### config.mk
export PLATFORM = sky130hd
export DESIGN_NAME = ldst_control_seq
export DESIGN_NICKNAME = d
export VERILOG_FILES = /design/src/rtl/ldst_control_seq.sv
export SDC_FILE = /design/constraint.sdc
export NUM_CORES = 1
export LEC_CHECK = 0
export CAP_MARGIN = 0
export CORE_UTILIZATION = 30
export CTS_CLUSTER_DIAMETER = 120
export DETAILED_ROUTE_END_ITERATION = 8
export SLEW_MARGIN = 20
export SYNTH_ARGS = -nofsm -noshare
export SYNTH_HDL_FRONTEND = slang
export SYNTH_SLANG_ARGS = --single-unit
### constraint.sdc
create_clock -name clk -period 2.2 [get_ports clk]
set_input_delay 0.66 -clock clk [delete_from_list [all_inputs] [get_ports clk]]
set_output_delay 0.66 -clock clk [all_outputs]
set_load 0.01 [all_outputs]
### src/rtl/ldst_control_seq.sv
// Hardwired control sequencer for instruction fetch plus ld/ldi/st.
// Drives registered Datapath strobes and handshakes variable-latency memory.
module ldst_control_seq #(
   parameter int unsigned    OPW         = 5,
   parameter logic [OPW-1:0] OP_LD       = OPW'(0),
   parameter logic [OPW-1:0] OP_LDI      = OPW'(1),
   parameter logic [OPW-1:0] OP_ST       = OPW'(2),
   parameter logic [4:0]     ALU_ADD     = 5'b00011,
   parameter int unsigned    MEM_TIMEOUT = 15
) (
   input  logic           clk,
   input  logic           clr,
   input  logic           run,
   input  logic [OPW-1:0] ir_opcode,
   input  logic           mem_ready,
   output logic           PC_out,
   output logic           Zlo_out,
   output logic           MDR_out,
   output logic           R_out,
   output logic           C_out,
   output logic           BAout,
   output logic           MAR_rd,
   output logic           Zlo_rd,
   output logic           PC_rd,
   output logic           MDR_rd,
   output logic           IR_rd,
   output logic           Y_rd,
   output logic           Rin,
   output logic           Gra,
   output logic           Grb,
   output logic           IncPC,
   output logic           Read,
   output logic           Write,
   output logic [4:0]     op_sel,
   output logic           busy,
   output logic           done,
   output logic           fault,
   output logic [3:0]     state
);

   localparam int unsigned CW = 8;

   typedef enum logic [3:0] {
      S_IDLE = 4'd0,  S_T0  = 4'd1,  S_T1  = 4'd2,  S_T2   = 4'd3,
      S_T3   = 4'd4,  S_T4  = 4'd5,  S_T5  = 4'd6,  S_T6   = 4'd7,
      S_T7   = 4'd8,  S_T1W = 4'd9,  S_T6W = 4'd10, S_T7W  = 4'd11,
      S_DONE = 4'd12, S_FAULT = 4'd13
   } state_t;

   typedef struct packed {
      logic pc_out, zlo_out, mdr_out, r_out, c_out, ba_out;
      logic mar_rd, zlo_rd, pc_rd, mdr_rd, ir_rd, y_rd, rin;
      logic gra, grb, inc_pc, rd, wr;
      logic [4:0] op_sel;
      logic busy, done, fault;
   } ctl_t;

   state_t         state_q, state_d;
   logic [OPW-1:0] op_q, op_d;
   logic [CW-1:0]  cnt_q, cnt_d, cnt_inc;
   logic           timeout;
   ctl_t           ctl_q;

   assign cnt_inc = cnt_q + CW'(1);
   assign timeout = (cnt_inc == CW'(MEM_TIMEOUT));

   // Moore strobe decode for a given state and latched opcode.
   function automatic ctl_t decode(input state_t s, input logic [OPW-1:0] op);
      ctl_t c;
      logic is_ld, is_ldi, is_st;
      c      = '0;
      is_ld  = (op == OP_LD);
      is_ldi = (op == OP_LDI);
      is_st  = (op == OP_ST);
      c.busy = (s != S_IDLE) && (s != S_FAULT);
      case (s)
         S_T0:  begin c.pc_out = 1'b1; c.mar_rd = 1'b1; c.inc_pc = 1'b1; c.zlo_rd = 1'b1; end
         S_T1:  begin c.zlo_out = 1'b1; c.pc_rd = 1'b1; c.rd = 1'b1; c.mdr_rd = 1'b1; end
         S_T1W, S_T6W: begin c.rd = 1'b1; c.mdr_rd = 1'b1; end
         S_T2:  begin c.mdr_out = 1'b1; c.ir_rd = 1'b1; end
         S_T3:  if (is_ld || is_ldi || is_st) begin
                   c.grb = 1'b1; c.ba_out = 1'b1; c.r_out = 1'b1; c.y_rd = 1'b1;
                end
         S_T4:  begin c.c_out = 1'b1; c.op_sel = ALU_ADD; c.zlo_rd = 1'b1; end
         S_T5:  begin
                   c.zlo_out = 1'b1;
                   if (is_ldi) begin c.gra = 1'b1; c.rin = 1'b1; end
                   else        c.mar_rd = 1'b1;
                end
         S_T6:  if (is_ld) begin c.rd = 1'b1; c.mdr_rd = 1'b1; end
                else begin c.gra = 1'b1; c.r_out = 1'b1; c.mdr_rd = 1'b1; end
         S_T7:  if (is_ld) begin c.mdr_out = 1'b1; c.gra = 1'b1; c.rin = 1'b1; end
                else c.wr = 1'b1;
         S_T7W: c.wr = 1'b1;
         S_DONE:  c.done = 1'b1;
         S_FAULT: c.fault = 1'b1;
         default: ;
      endcase
      return c;
   endfunction

   // Next-state, opcode capture and memory wait counter.
   always_comb begin
      state_d = state_q;
      op_d    = op_q;
      cnt_d   = cnt_q;
      case (state_q)
         S_IDLE: if (run) state_d = S_T0;
         S_T0:   begin state_d = S_T1; cnt_d = '0; end
         S_T1:   state_d = mem_ready ? S_T2 : S_T1W;
         S_T1W, S_T6W, S_T7W: begin
            if (mem_ready)
               state_d = (state_q == S_T1W) ? S_T2 : (state_q == S_T6W) ? S_T7 : S_DONE;
            else if (timeout)
               state_d = S_FAULT;
            else
               cnt_d = cnt_inc;
         end
         // Opcode is captured as T3 is entered so T3 strobes stay Moore.
         S_T2:   begin state_d = S_T3; op_d = ir_opcode; end
         S_T3:   state_d = (op_q == OP_LD || op_q == OP_LDI || op_q == OP_ST) ? S_T4 : S_FAULT;
         S_T4:   state_d = S_T5;
         S_T5:   if (op_q == OP_LDI) state_d = S_DONE;
                 else begin state_d = S_T6; cnt_d = '0; end
         S_T6:   if (op_q == OP_LD) state_d = mem_ready ? S_T7 : S_T6W;
                 else begin state_d = S_T7; cnt_d = '0; end
         S_T7:   if (op_q == OP_LD) state_d = S_DONE;
                 else state_d = mem_ready ? S_DONE : S_T7W;
         S_DONE:  state_d = run ? S_T0 : S_IDLE;
         S_FAULT: state_d = S_FAULT;
         default: state_d = S_FAULT;
      endcase
   end

   // Strobes are registered from the next state, so they track the state register exactly.
   always_ff @(posedge clk or negedge clr) begin
      if (!clr) begin
         state_q <= S_IDLE;
         op_q    <= '0;
         cnt_q   <= '0;
         ctl_q   <= '0;
      end else begin
         state_q <= state_d;
         op_q    <= op_d;
         cnt_q   <= cnt_d;
         ctl_q   <= decode(state_d, op_d);
      end
   end

   assign PC_out  = ctl_q.pc_out;
   assign Zlo_out = ctl_q.zlo_out;
   assign MDR_out = ctl_q.mdr_out;
   assign R_out   = ctl_q.r_out;
   assign C_out   = ctl_q.c_out;
   assign BAout   = ctl_q.ba_out;
   assign MAR_rd  = ctl_q.mar_rd;
   assign Zlo_rd  = ctl_q.zlo_rd;
   assign PC_rd   = ctl_q.pc_rd;
   assign MDR_rd  = ctl_q.mdr_rd;
   assign IR_rd   = ctl_q.ir_rd;
   assign Y_rd    = ctl_q.y_rd;
   assign Rin     = ctl_q.rin;
   assign Gra     = ctl_q.gra;
   assign Grb     = ctl_q.grb;
   assign IncPC   = ctl_q.inc_pc;
   assign Read    = ctl_q.rd;
   assign Write   = ctl_q.wr;
   assign op_sel  = ctl_q.op_sel;
   assign busy    = ctl_q.busy;
   assign done    = ctl_q.done;
   assign fault   = ctl_q.fault;
   assign state   = state_q;

endmodule

* Yosys cells after proc, flatten, opt, wreduce, memory -nomap -nowiden
Cells that the tools add are included.
Operators by class: $add $sub $neg 1, bitwise gates (word level) 0, shift operators 0, magnitude comparators 0, divide/modulo/power cells 0, eq/ne operators 35, multiplexer cells 44, multipliers 0, reductions and logical operators 16
Operator list (count):
- 4-bit equality test (second input constant) | 11
- 4-bit case mux with 11 select lines | 1
- 4-bit by 3-bit equality test with 1-bit output (second input constant) | 8
- 8-bit two-way mux | 4
- 8-bit case mux with 4 select lines | 1
- 4-bit two-way mux | 7
- 4-bit by 2-bit equality test with 1-bit output (second input constant) | 4
- 1-bit two-way mux | 15
- 1-bit case mux with 2 select lines | 6
- 5-bit by 1-bit equality test with 1-bit output (second input constant) | 2
- 5-bit by 2-bit equality test with 1-bit output (second input constant) | 2
- 5-bit logical NOT | 2
- 2-bit two-way mux | 5
- 3-bit two-way mux | 3
- 8-bit by 1-bit adder with 8-bit output (second input constant) | 1
- 4-bit by 1-bit equality test with 1-bit output (second input constant) | 2
- 8-bit by 4-bit equality test with 1-bit output (second input constant) | 1
- 2-bit inequality test (second input constant) | 4
- 4-bit nonzero test | 2
- 3-bit OR reduction | 2
- 5-bit two-way mux | 1
- 5-bit AND reduction | 1
- 4-bit logical NOT | 1
- 1-bit logical OR | 4
- other kinds (5) | 6
Storage, ports and cells: word-level logic and storage cells 118, memories kept 0, bits of input ports 9, output and inout port bits 30, memory bits (writable) 0, bits in latches 0, register bits after elaboration 40, memory bits (read-only) 0

* Logic depth before layout (Yosys ltp)
depth in word-level cells 8, mapped depth 9

* Least setup slack after synthesis
Ideal clock, no wire load.
path kind register to register, start reg cnt_q[0], end reg ctl_q (netlist bit Write), arrival 2.147 ns, setup slack -0.034 ns, cell stages (with the launch flop) 10, clock period less this slack 2.234 ns, path through dfrtp_1 > ha_1 > nand3_1 > o21a_1 > a211oi_2 > nand2_2 > a31oi_4 > inv_2 > or3_1 > a211oi_2
Between the ends: word-level cells in the longest chain between the ends 7, elaborated cells between the ends (all ways) 8
RTL lines:
- start: declaration | line 60 | logic [CW-1:0] cnt_q, cnt_d, cnt_inc;
- start signal: assignment | line 145 | cnt_q <= cnt_d;
- 8-bit by 1-bit adder with 8-bit output * | line 64 | assign cnt_inc = cnt_q + CW'(1);
- 8-bit by 4-bit equality test with 1-bit output * | line 65 | assign timeout = (cnt_inc == CW'(MEM_TIMEOUT));
- 4-bit two-way mux * | line 114 | else if (timeout)
- 4-bit two-way mux * | line 112 | if (mem_ready)
- 4-bit case mux with 11 select lines * | line 107 | case (state_q)
- via state_d[1] | line 58 | state_t state_q, state_d;
- 4-bit equality test | line 76 | case (s)
- 1-bit case mux with 2 select lines * | line 76
- end signal: assignment | line 146 | ctl_q <= decode(state_d, op_d);
- end: declaration | line 62 | ctl_t ctl_q;
Mark *: on every way through the listed nets, which the timed path passes. The rest lies on a longest branch. A chain may end at the register's enable or synchronous reset.

* Worst setup path after layout
Same ends and word-level chain as after synthesis.

==> results.yml <==
setup_path:
  slowest_stage: "dfrtp_2"
  crit_start: "cnt_q[0]"
  worstReg2RegStart: "cnt_q[0]"
  end_kind: "flop"
  path_class: "reg -> reg"
  cp-start-kind: "flop"
  worstPathCellList: "buf_6 > buf_4 > inv_1 > ha_1 > inv_1 > a211oi_2 > nand2_2 > a31oi_4 > inv_2 > or3_4 > a211oi_2"
  worstPathArrival_ns: 2.47
  cp.required_ns: 2.41
  slowest_delay_ns: 0.46
  crit_fanout: 5
sta:
  final-setup-viol-count: 4
  fin_ws_ns: -0.0589
  fmaxAchievable_mhz: 443
  final-max-slew-violation-count: 0
  min_period_over_period_pct: 103
  period_needed_ns: 2.26
  rsz0062_at_grt: "true"
  final_hold_viol_count: 0
  whs_ns: 0.554
  fin_skew_ns: 0.00607
clock_network:
  cts_tree: "yes"
  clock_latency_ns: 0.30
  cts_buffers: 5
  clock-sinks: 35
  cts_buffer_depth: 2
  clockRootBuffer: "clkbuf_8"
  clk_pin_slew_worst_paths_ns: 0.08
  ctsHtreeMaxLevel: 2
yosys:
  synthDistinctLibCells: 65
  synth_edf_count: 0
  synth_warnings: 0
  postSynthCellCount: 212
  avgSynthCellArea_um2: 9.96
  synth_seq_cells: 35
  async_flop_share_pct: 100
  ys_seq_area_share_pct: 41.5
  mappedNetlistArea_um2: 2110
  ys.flop_type: "dfrtp_1"
grt:
  grt_max_degree: 36
  grt-ovfl-total: 0
  antenna_found_initial: 0
  grt_pass1_wl_um: 8920
  track_usage_pct: 15.4
  first_global_vias: 1951
drt:
  wl_per_cell_um: 13.6
  drtPass1Iterations: 4
  drtIter0Drc: 98
  via_per_inst: 4.89
  vias: 1930
  ant_nets: 0
  drc: 0
  wl_um: 5360
floorplan:
  fp.dieW_um: 85.9
  die_height_um: 85.9
  core_area_um2: 6790
  dieArea_um2: 7380
  ios: 39
  initial_core_util_pct: 31.1
  rows: 30
finish:
  final_cell_mix: "54 x buf_4, 34 x clkdlybuf4s50_1, 29 x dfrtp_1, 15 x nand2_1, 10 x inv_1"
  multi_input_area_um2: 1200
  layout_commonest_cell: "buf_4"
  syn2layout_area_growth_pct: 51.3
  fillers: 633
  final_core_utilization_pct: 47.0
  seqCellArea_um2: 883
  layout-drive-gt1-share_pct: 43.1
  largest_reg_flops: 8
  final_nets: 309
  antennaDiodeCount: 0
  regMostFlops: "cnt_q"
pwr:
  ir_worst_vdd_uv: 491
  p_leak_uw: 0.00133
  p_per_area_nw_per_um2: 1380
run_status:
  run_status: "finished with violations"
  violations: "negative setup slack"
worst_hold_path:
  hp-start: "op_q[3]"
  hold_path.class: "reg -> reg"
placed_design:
  dpl_worst_slack_ns: -0.541
  routabilityCongestion: 0.822
  io_buffers: 35
  hpwl_um: 3720
run:
  cap_violations: 0
[synthesized netlist by cell type (3+ instances only)]
master	number	share of area, %
mux2_2	6	3.2
clkbuf_8	4	2.6
xnor2_1	3	1.2
dfrtp_1	35	41
buf_4	11	3.9
or3_1	4	1.2
nor2_1	8	1.4
nor3_1	8	1.9
a21oi_1	10	2.4
nand4_1	4	1.2
a211oi_2	3	1.8
nand2b_1	4	1.2
nand3_1	5	1.2
inv_1	10	1.8
nand2_1	16	2.8
o21bai_1	4	1.4
o31ai_1	5	1.8
o21ai_0	12	2.8
[layout make-up]
type	count	share of cell area [%]
Timing Repair Buffer	97	27.0
Tap cell	96	3.76
Clock inverter	3	0.626
Clock buffer	5	2.15
Multi-Input combinational cell	148	37.5
Inverter	11	1.29
Sequential cell	35	27.6
[power by group]
| part | switching, µW | internal (µW) |
|---|---|---|
| clock network | 264 | 220 |
| logic | 1330 | 1570 |
| registers | 176 | 851 |
| total | 1770 | 2640 |
[cell families after synthesis]
group / after synthesis / share of synthesized area (%)
AOI/OAI and AO/OA: 59 / 20.9
xor gates and xnor gates: 4 / 1.66
adders and majority gates: 2 / 1.18
buffers and inverters: 31 / 9.89
DFF: 35 / 41.5
muxes: 7 / 3.67
other: 1 / 0.178
and+or+nand+nor: 73 / 21.1
[final timing paths]
| path | endpoint | slack (ns) | depth (start not counted) |
|---|---|---|---|
| max in group asynchronous | state[0] | 1.09 | 2 |
| max reg2reg | Write | -0.06 | 11 |
| min | op_q[3] | 0.55 | 1 |
| min reg2reg | op_q[3] | 0.55 | 1 |
| min in group asynchronous | cnt_q[2] | 0.77 | 2 |
| max | Write | -0.06 | 11 |
[through the flow]
stage               std cells  cell area (µm²)  total power, µW  TNS (ns)
finish                    395             3200             4410    -0.110
global placement          379             2860             3400     -5.72
CTS                       392             3060             4090    -0.110
detailed placement        379             2860             3440     -6.99
global route              395             3200             4750     -1.20
floorplan                 214             2140             2430         0
[layer usage]
layer  global-route usage, %  vias to the layer above  routed length [µm]
li1                        -                      937                   -
met1                    18.7                      926                2280
met4                    5.61                        0                  86
met5                       0                        -                   0
met3                    3.37                       11                 252
met2                    26.8                       56                2740
[timing repair]
item / in CTS / in global routing
endpoints found under the setup margin: 19 / 22
pin swaps: 8 / 13
hold buffers: 0 / 0
resized for setup: 19 / 28
setup buffers: 5 / 4
[critical path, delay by kind of cell (launching register included)]
kind	cells	cell delay, ns
buffers and inverters	5	0.42
AO/OA/AOI/OAI	3	0.67
AND/OR/NAND/NOR	2	0.49
adder cells (fa/ha/maj)	1	0.15
flip-flops	1	0.46
Power figures use the tool's default switching activity.
